<file path="config.mk">
export PLATFORM = sky130hd
export DESIGN_NAME = memory_test_client
export DESIGN_NICKNAME = d
export VERILOG_FILES = /design/src/rtl/memory_client_pkg.sv /design/src/rtl/memory_test_client_checker.sv /design/src/rtl/memory_test_client.sv
export SDC_FILE = /design/constraint.sdc
export NUM_CORES = 1
export LEC_CHECK = 0
export CAP_MARGIN = 5
export CELL_PAD_IN_SITES_DETAIL_PLACEMENT = 0
export CELL_PAD_IN_SITES_GLOBAL_PLACEMENT = 1
export CORE_ASPECT_RATIO = 0.6
export CORE_UTILIZATION = 39
export CTS_CLUSTER_SIZE = 40
export DETAILED_ROUTE_END_ITERATION = 8
export GPL_TIMING_DRIVEN = 0
export PLACE_DENSITY_LB_ADDON = 0.1
export SYNTH_ARGS = -nofsm -noshare
export SYNTH_HDL_FRONTEND = slang
export SYNTH_SLANG_ARGS = --single-unit
</file>
<file path="constraint.sdc">
create_clock -name clk -period 5.75 [get_ports clk]
set_input_delay 1.15 -clock clk [delete_from_list [all_inputs] [get_ports clk]]
set_output_delay 1.15 -clock clk [all_outputs]
set_load 0.05 [all_outputs]
</file>
<file path="src/rtl/memory_client_pkg.sv">
// Shared types and helpers for the memory test client: FSM states, default widths
// and the write/read-back pattern generator.
package memory_client_pkg;

  localparam int DEF_ADDR_W = 8;
  localparam int DEF_DATA_W = 32;
  localparam int PAT_W      = 64;

  typedef enum logic [2:0] {
    S_IDLE,
    S_REQ,
    S_WRITE,
    S_READ,
    S_DRAIN,
    S_DONE
  } state_t;

  // Wide enough for any supported data width; callers truncate to their word size.
  function automatic logic [PAT_W-1:0] pattern(input logic [PAT_W-1:0] seed,
                                               input logic [PAT_W-1:0] idx);
    return seed + idx;
  endfunction

endpackage

</file>
<file path="src/rtl/memory_test_client_checker.sv">
// Read-back checker: holds one outstanding read, compares it against the expected
// pattern on the following edge and accumulates mismatch statistics.
module memory_read_checker
  import memory_client_pkg::*;
#(
  parameter int ADDR_WIDTH = DEF_ADDR_W,
  parameter int DATA_WIDTH = DEF_DATA_W
) (
  input  logic                  clk,
  input  logic                  rst,
  input  logic                  clear,
  input  logic                  issue,
  input  logic [DATA_WIDTH-1:0] expected,
  input  logic [ADDR_WIDTH-1:0] addr,
  input  logic [DATA_WIDTH-1:0] memDataOut,
  output logic                  mismatch,
  output logic [ADDR_WIDTH:0]   errorCount,
  output logic [ADDR_WIDTH-1:0] firstErrAddr
);

  logic                  pending_q;
  logic [DATA_WIDTH-1:0] exp_q;
  logic [ADDR_WIDTH-1:0] addr_q;
  logic [ADDR_WIDTH:0]   err_cnt_q, err_cnt_d;
  logic [ADDR_WIDTH-1:0] first_q, first_d;

  always_comb begin
    mismatch  = pending_q && (memDataOut != exp_q);
    err_cnt_d = err_cnt_q;
    first_d   = first_q;
    if (mismatch) begin
      err_cnt_d = err_cnt_q + (ADDR_WIDTH+1)'(1);
      if (err_cnt_q == '0) first_d = addr_q;
    end
  end

  always_ff @(posedge clk) begin
    if (rst || clear) begin
      pending_q <= 1'b0;
      err_cnt_q <= '0;
      first_q   <= '0;
    end else begin
      pending_q <= issue;
      err_cnt_q <= err_cnt_d;
      first_q   <= first_d;
    end
  end

  // Captured read context is pure data and qualified by pending_q, so it needs no reset.
  always_ff @(posedge clk) begin
    if (issue) begin
      exp_q  <= expected;
      addr_q <= addr;
    end
  end

  assign errorCount   = err_cnt_q;
  assign firstErrAddr = first_q;

endmodule

</file>
<file path="src/rtl/memory_test_client.sv">
// Shared-memory initiator: on start, writes a seeded incrementing pattern over a
// wrapping address range, reads it back and reports pass/fail statistics.
module memory_test_client
  import memory_client_pkg::*;
#(
  parameter int ADDR_WIDTH = DEF_ADDR_W,
  parameter int DATA_WIDTH = DEF_DATA_W
) (
  input  logic                  clk,
  input  logic                  rst,
  input  logic                  start,
  input  logic [ADDR_WIDTH-1:0] baseAddr,
  input  logic [ADDR_WIDTH-1:0] length,
  input  logic [DATA_WIDTH-1:0] seed,
  output logic                  busy,
  output logic                  done,
  output logic                  pass,
  output logic [ADDR_WIDTH:0]   errorCount,
  output logic [ADDR_WIDTH-1:0] firstErrAddr,
  output logic                  request,
  input  logic                  grant,
  output logic [ADDR_WIDTH-1:0] memAddress,
  output logic                  memReadWrite,
  output logic [DATA_WIDTH-1:0] memDataIn,
  input  logic [DATA_WIDTH-1:0] memDataOut,
  output logic                  memEnabled
);

  state_t                state_q;
  logic [ADDR_WIDTH-1:0] idx_q;
  logic [ADDR_WIDTH-1:0] base_q;
  logic [ADDR_WIDTH-1:0] len_q;
  logic [DATA_WIDTH-1:0] seed_q;
  logic                  busy_q, done_q, pass_q, request_q;
  logic                  accept;
  logic                  rd_issue;
  logic                  chk_mismatch;

  assign accept       = (state_q == S_IDLE) && start;
  assign memEnabled   = grant && ((state_q == S_WRITE) || (state_q == S_READ));
  assign rd_issue     = memEnabled && (state_q == S_READ);
  assign memAddress   = base_q + idx_q;
  assign memDataIn    = DATA_WIDTH'(pattern(PAT_W'(seed_q), PAT_W'(idx_q)));
  assign memReadWrite = (state_q != S_WRITE);

  always_ff @(posedge clk) begin
    if (rst) begin
      state_q   <= S_IDLE;
      idx_q     <= '0;
      busy_q    <= 1'b0;
      done_q    <= 1'b0;
      pass_q    <= 1'b0;
      request_q <= 1'b0;
    end else begin
      done_q <= 1'b0;
      case (state_q)
        S_IDLE: begin
          if (start) begin
            base_q    <= baseAddr;
            len_q     <= length;
            seed_q    <= seed;
            pass_q    <= 1'b0;
            busy_q    <= 1'b1;
            request_q <= 1'b1;
            state_q   <= S_REQ;
          end
        end
        S_REQ: begin
          if (grant) begin
            idx_q   <= '0;
            state_q <= S_WRITE;
          end
        end
        S_WRITE: begin
          if (grant) begin
            if (idx_q == len_q) begin
              idx_q   <= '0;
              state_q <= S_READ;
            end else begin
              idx_q <= idx_q + ADDR_WIDTH'(1);
            end
          end
        end
        S_READ: begin
          if (grant) begin
            if (idx_q == len_q) state_q <= S_DRAIN;
            else                idx_q   <= idx_q + ADDR_WIDTH'(1);
          end
        end
        S_DRAIN: begin
          // The last read is compared on this same edge, so fold its outcome in directly.
          pass_q    <= (errorCount == '0) && !chk_mismatch;
          done_q    <= 1'b1;
          request_q <= 1'b0;
          state_q   <= S_DONE;
        end
        S_DONE: begin
          busy_q  <= 1'b0;
          state_q <= S_IDLE;
        end
        default: state_q <= S_IDLE;
      endcase
    end
  end

  memory_read_checker #(
    .ADDR_WIDTH(ADDR_WIDTH),
    .DATA_WIDTH(DATA_WIDTH)
  ) u_checker (
    .clk         (clk),
    .rst         (rst),
    .clear       (accept),
    .issue       (rd_issue),
    .expected    (memDataIn),
    .addr        (memAddress),
    .memDataOut  (memDataOut),
    .mismatch    (chk_mismatch),
    .errorCount  (errorCount),
    .firstErrAddr(firstErrAddr)
  );

  assign busy    = busy_q;
  assign done    = done_q;
  assign pass    = pass_q;
  assign request = request_q;

endmodule

</file>
* Word-level counts from Yosys, hierarchy flattened
Index checks and enable logic that the tools add are counted.
Storage, ports and cells: input bits 84, word-level logic and storage cells 72, memories kept 0, bits in latches 0, memory bits (writable) 0, output and inout bits 63, memory bits (read-only) 0, bits in registers 121
Cells by class: shifts and indexed selects 0, add/sub/neg operators 4, reductions and logical operators 19, bitwise operators 1, div/mod/pow operators 0, eq/ne operators 15, $lt $le $gt $ge 0, $mul 0, mux-type cells 19
Operators with widths (number):
- 8-bit 2-to-1 mux | 5
- 32-bit by 8-bit adder with 32-bit output | 1
- 32-bit inequality test | 1
- 8-bit one-hot mux with 3 select lines | 1
- 3-bit 2-to-1 mux | 6
- 3-bit one-hot mux with 5 select lines | 1
- 2-bit inequality test (second input constant) | 5
- 9-bit by 1-bit adder with 9-bit output (second input constant) | 1
- 9-bit logical NOT | 1
- 8-bit by 1-bit adder with 8-bit output (second input constant) | 1
- 8-bit adder | 1
- 8-bit == test | 1
- 3-bit by 2-bit == test with 1-bit output (second input constant) | 2
- 3-bit == test (second input constant) | 2
- 1-bit one-hot mux with 2 select lines | 3
- 2-bit AND reduction | 3
- 6-bit AND reduction | 1
- 1-bit logical AND | 5
- 5-bit AND reduction | 1
- 2-bit by 1-bit inequality test with 1-bit output (second input constant) | 2
- 2-bit nonzero test | 2
- 3-bit by 1-bit == test with 1-bit output (second input constant) | 1
- 3-bit logical NOT | 1
- 1-bit 2-to-1 mux | 3
- 6 further kinds | 7

* Depth between registers and ports, before layout
word-level depth 5, mapped depth 8, gate-level depth less buffers 8

* By module
From an unflattened synthesis, not the netlist that was laid out.
Second synthesis, totals: cell total of the unflattened synthesis 471, area total of the unflattened synthesis 5720.5 um^2
Modules (own cells, without submodules):
- memory_test_client | sequential area each 1741.7 um^2, area each 3379.5 um^2, cells an instance 298, instances 1
- memory_read_checker | sequential area each 1561.5 um^2, area each 2341.0 um^2, cells an instance 173, instances 1

* Least setup slack after synthesis
OpenSTA, ideal clock, no wires.
path kind input port to flip-flop, start input rst, end register base_q[0] (enable), required time 5.237 ns, stages 2, data arrival time 4.688 ns, path buffers 1, path slack 0.549 ns, library setup time 0.513 ns, cells stage by stage clkbuf_1 -> nor3_1
On the way: longest elaborated chain between the ends 2
Ends and longest elaborated chain:
- start: declaration | RTL line memory_test_client.sv:10 | input logic rst,
- 1-bit inverter (no line)
- 3-bit AND reduction (no line)
- end signal: assignment | RTL line memory_test_client.sv:59 | base_q <= baseAddr;
- end: declaration | RTL line memory_test_client.sv:31 | logic [ADDR_WIDTH-1:0] base_q;
Every way passes these cells. A chain may end at the register's enable or synchronous reset.

* Worst setup path after layout
start register idx_q[0], end output memDataIn[22]
On the way: longest elaborated chain between the ends 1
Ends and longest elaborated chain:
- start: declaration | RTL line memory_test_client.sv:30 | logic [ADDR_WIDTH-1:0] idx_q;
- start signal: assignment | RTL line memory_test_client.sv:80 | idx_q <= idx_q + ADDR_WIDTH'(1);
- start signal: assignment | RTL line memory_test_client.sv:87 | else idx_q <= idx_q + ADDR_WIDTH'(1);
- 32-bit by 8-bit adder with 32-bit output | RTL line memory_client_pkg.sv:21 | return seed + idx;
- end: declaration | RTL line memory_test_client.sv:24 | output logic [DATA_WIDTH-1:0] memDataIn,
Every way passes these cells.

==> flow_summary.ini <==
[critical_path]
crit_path_max_incr_delay_ns = 0.90
crit_chain = ha_1 -> fa_1 -> a21o_1 -> a21oi_1 -> nand2b_1 -> a211oi_2 -> nand2_1 -> xnor2_1 -> clkdlybuf4s50_1
crit_path_max_fanout = 7
path_class = flop to output pin
end_kind = output pin
cp.required_ns = 4.60
startpoint_type = flop
cp_slowest_cell = clkdlybuf4s50_1
arrival_ns = 4.07

[floorplanning]
start_util = 0.4094
core_sq_mm = 0.01396
ios = 147
die_w_microns = 158.3
die_h_microns = 95.75
rows = 33
dieArea_sq_mm = 0.01515

[logic_synthesis]
yosys_warnings = 0
async_reset_ff_frac = 0
avgSynthCellArea_sq_um = 12.42
synthesis.instances = 460
synth_edf_count = 88
ys_top_cells_by_area = edfxtp_1 (46%), dfxtp_1 (12%), xor2_1 (8.3%)
synth.ff_latch_count = 121
synth.top_cell.area_share = 0.4625
synth_area_sq_mm = 0.005713
ys.flop_type = edfxtp_1
yosysSeqAreaShare = 0.5782
synth_nets = 564
ys_types = 58
synth_top_area_cell = edfxtp_1

[grt]
grt_first_pass_wirelength_microns = 22100
grt_overflow_total = 0
grt_usage = 0.2050
antenna_found_initial = 0
grt_pass1_vias = 3976
grt_max_degree = 35

[timing]
maxSlewViolCount = 0
period_share = 0.9083
maxClockFrequency_mhz = 191.5
skew_ns = 0.007101
finalHoldViolCount = 0
tightest_slew_ns = 1.058
finalCriticalPeriod_ns = 5.223
setup_viol = 0
rsz0062_at_grt = no
slew-limit-headroom = 0.2885
hold_ws_ns = 0.4837
tns_ns = 0

[clock_network]
cts_tree = done
max-clock-path-buffers = 2
cts_max_level = 4
cts_resized = 0
cts_hold_buf = 0
root_buffer = clkbuf_16
worst_skew_pair.late_latency_ns = 0.41
cts_made_buffers = 17
cts_setup_buffers = 0
cts.sinks = 121
clk_pin_slew_ns = 0.06

[detailed_routing]
viasPerCell = 5.028
wl_per_cell_microns = 17.91
drc = 0
ant_nets = 0
drtIter0Drc = 316
firstDrtPassIters = 5
wirelength_microns = 14950
via_count = 4198

[power_and_ir_drop]
power_density_mw_per_mm2 = 284.3
power.leakage_uw = 0.002943
max-vdd-ir-drop_v = 0.0001635

[place]
gp_congestion = 0.8318
hpwlAfterDp_microns = 11560
numPortBuffers = 146

[cells_and_area]
nets = 734
drive_gt1_frac = 0.08709
multi_input_area_sq_mm = 0.002326
nFillCells = 1185
area_growth_pct = 41.70
antennaDiodeCount = 0
final-seq-area_sq_mm = 0.003303

[outcome]
status = finished clean

[job]
max-cap-violations = 0

[min_path]
worst_hold_path_type = flop to flop
## cell usage after synthesis (all sizes together), types with 3 or more instances
master	number
edfxtp	88
xor2	54
dfxtp	33
nor2	33
xnor2	27
nand2	26
a21oi	19
ha	18
nand4	17
nand3	14
inv	12
nor4	12
nor3	11
mux2i	10
nand2b	7
a21o	6
and3	5
buf	5
nor2b	5
o211ai	5
or4	5
and4	4
clkbuf	4
o21ai	4
a211oi	3
o21a	3
o21bai	3
or3	3
## worst paths after layout
| check | slack (ns) | start | endpoint | cells past startpoint |
|---|---|---|---|---|
| max | 0.53 | idx_q[0] | memDataIn[22] | 9 |
| max reg2reg | 2.72 | idx_q[0] | u_checker.exp_q[22] | 8 |
| min reg2reg | 0.48 | u_checker.addr_q[7] | u_checker.firstErrAddr[7] | 2 |
| min | 0.48 | u_checker.addr_q[7] | u_checker.firstErrAddr[7] | 2 |
## where the power goes
group	total, uW	switching [uW]	internal [uW]
registers	978	15.3	962
logic	244	135	110
clock network	1080	399	681
total	2300	549	1750
## critical path, delay by kind of cell (launching register included)
kind | cells | cell delay (ns)
adder cells (fa/ha/maj) | 2 | 0.57
AO/OA/AOI/OAI | 3 | 0.80
XOR/XNOR | 1 | 0.46
buffers and inverters | 1 | 0.90
flip-flops | 1 | 0.58
AND/OR/NAND/NOR | 2 | 0.35
## cell type report
cell class,instances,share of cell area
buffer,9,0.005564
sequential,121,0.4080
clock inverter,15,0.02179
inverter,12,0.005564
timing repair buffer,151,0.1895
tap,192,0.02968
clock buffer,17,0.05255
multi-input combinational,318,0.2873
## sequential cells by signal, summed over array words and instances, names as in the netlist, 3 cells and up
signal,count
base_q,8
idx_q,8
len_q,8
seed_q,32
state_q,3
u_checker.addr_q,8
u_checker.errorCount,9
u_checker.exp_q,32
u_checker.firstErrAddr,8
## through the flow
| stage | setup slack [ns] | util | power [uW] | instances | instance area (sq um) |
|---|---|---|---|---|---|
| floorplan | 0.5490 | - | 1119 | 460 | 5713 |
| global placement | -1.772 | 0.5313 | 1234 | 798 | 7415 |
| finish | 0.5274 | 0.5801 | 2302 | 835 | 8095 |
| CTS | 0.5586 | 0.5801 | 2321 | 835 | 8095 |
| global route | 0.3093 | 0.5801 | 2379 | 835 | 8095 |
| detailed placement | 1.015 | 0.5369 | 1240 | 803 | 7493 |
## layout by cell type, fill, tap and decap left out, types with 4 or more instances in the layout
cell	n
nor4_1	9
nand3_1	14
nand4_1	15
xnor2_1	27
clkinvlp_4	5
inv_1	12
o211ai_1	5
nor3_1	8
nand2_1	26
mux2i_1	10
or4_1	5
nor2b_1	5
clkbuf_1	4
edfxtp_1	88
clkdlybuf4s50_1	146
nand2b_1	7
clkbuf_16	17
a21o_1	6
dfxtp_1	33
ha_1	18
nor2_1	33
xor2_1	54
a21oi_1	19
## per-layer routing
metal	GRT usage	wire length, microns	share of wire
met2	0.2734	5969	0.40
met5	0	0	0
met1	0.3189	7778	0.52
met3	0.04998	1051	0.070
met4	0.06490	153	0.010
## kinds of logic after synthesis
group	synth area share
XOR/XNOR	0.1242
multiplexers	0.01752
buffers and inverters	0.01577
flip-flops	0.5782
adder cells (fa/ha/maj)	0.04643
AO/OA/AOI/OAI	0.07206
AND/OR/NAND/NOR	0.1459
No activity file was read; power rests on OpenSTA's default activity.
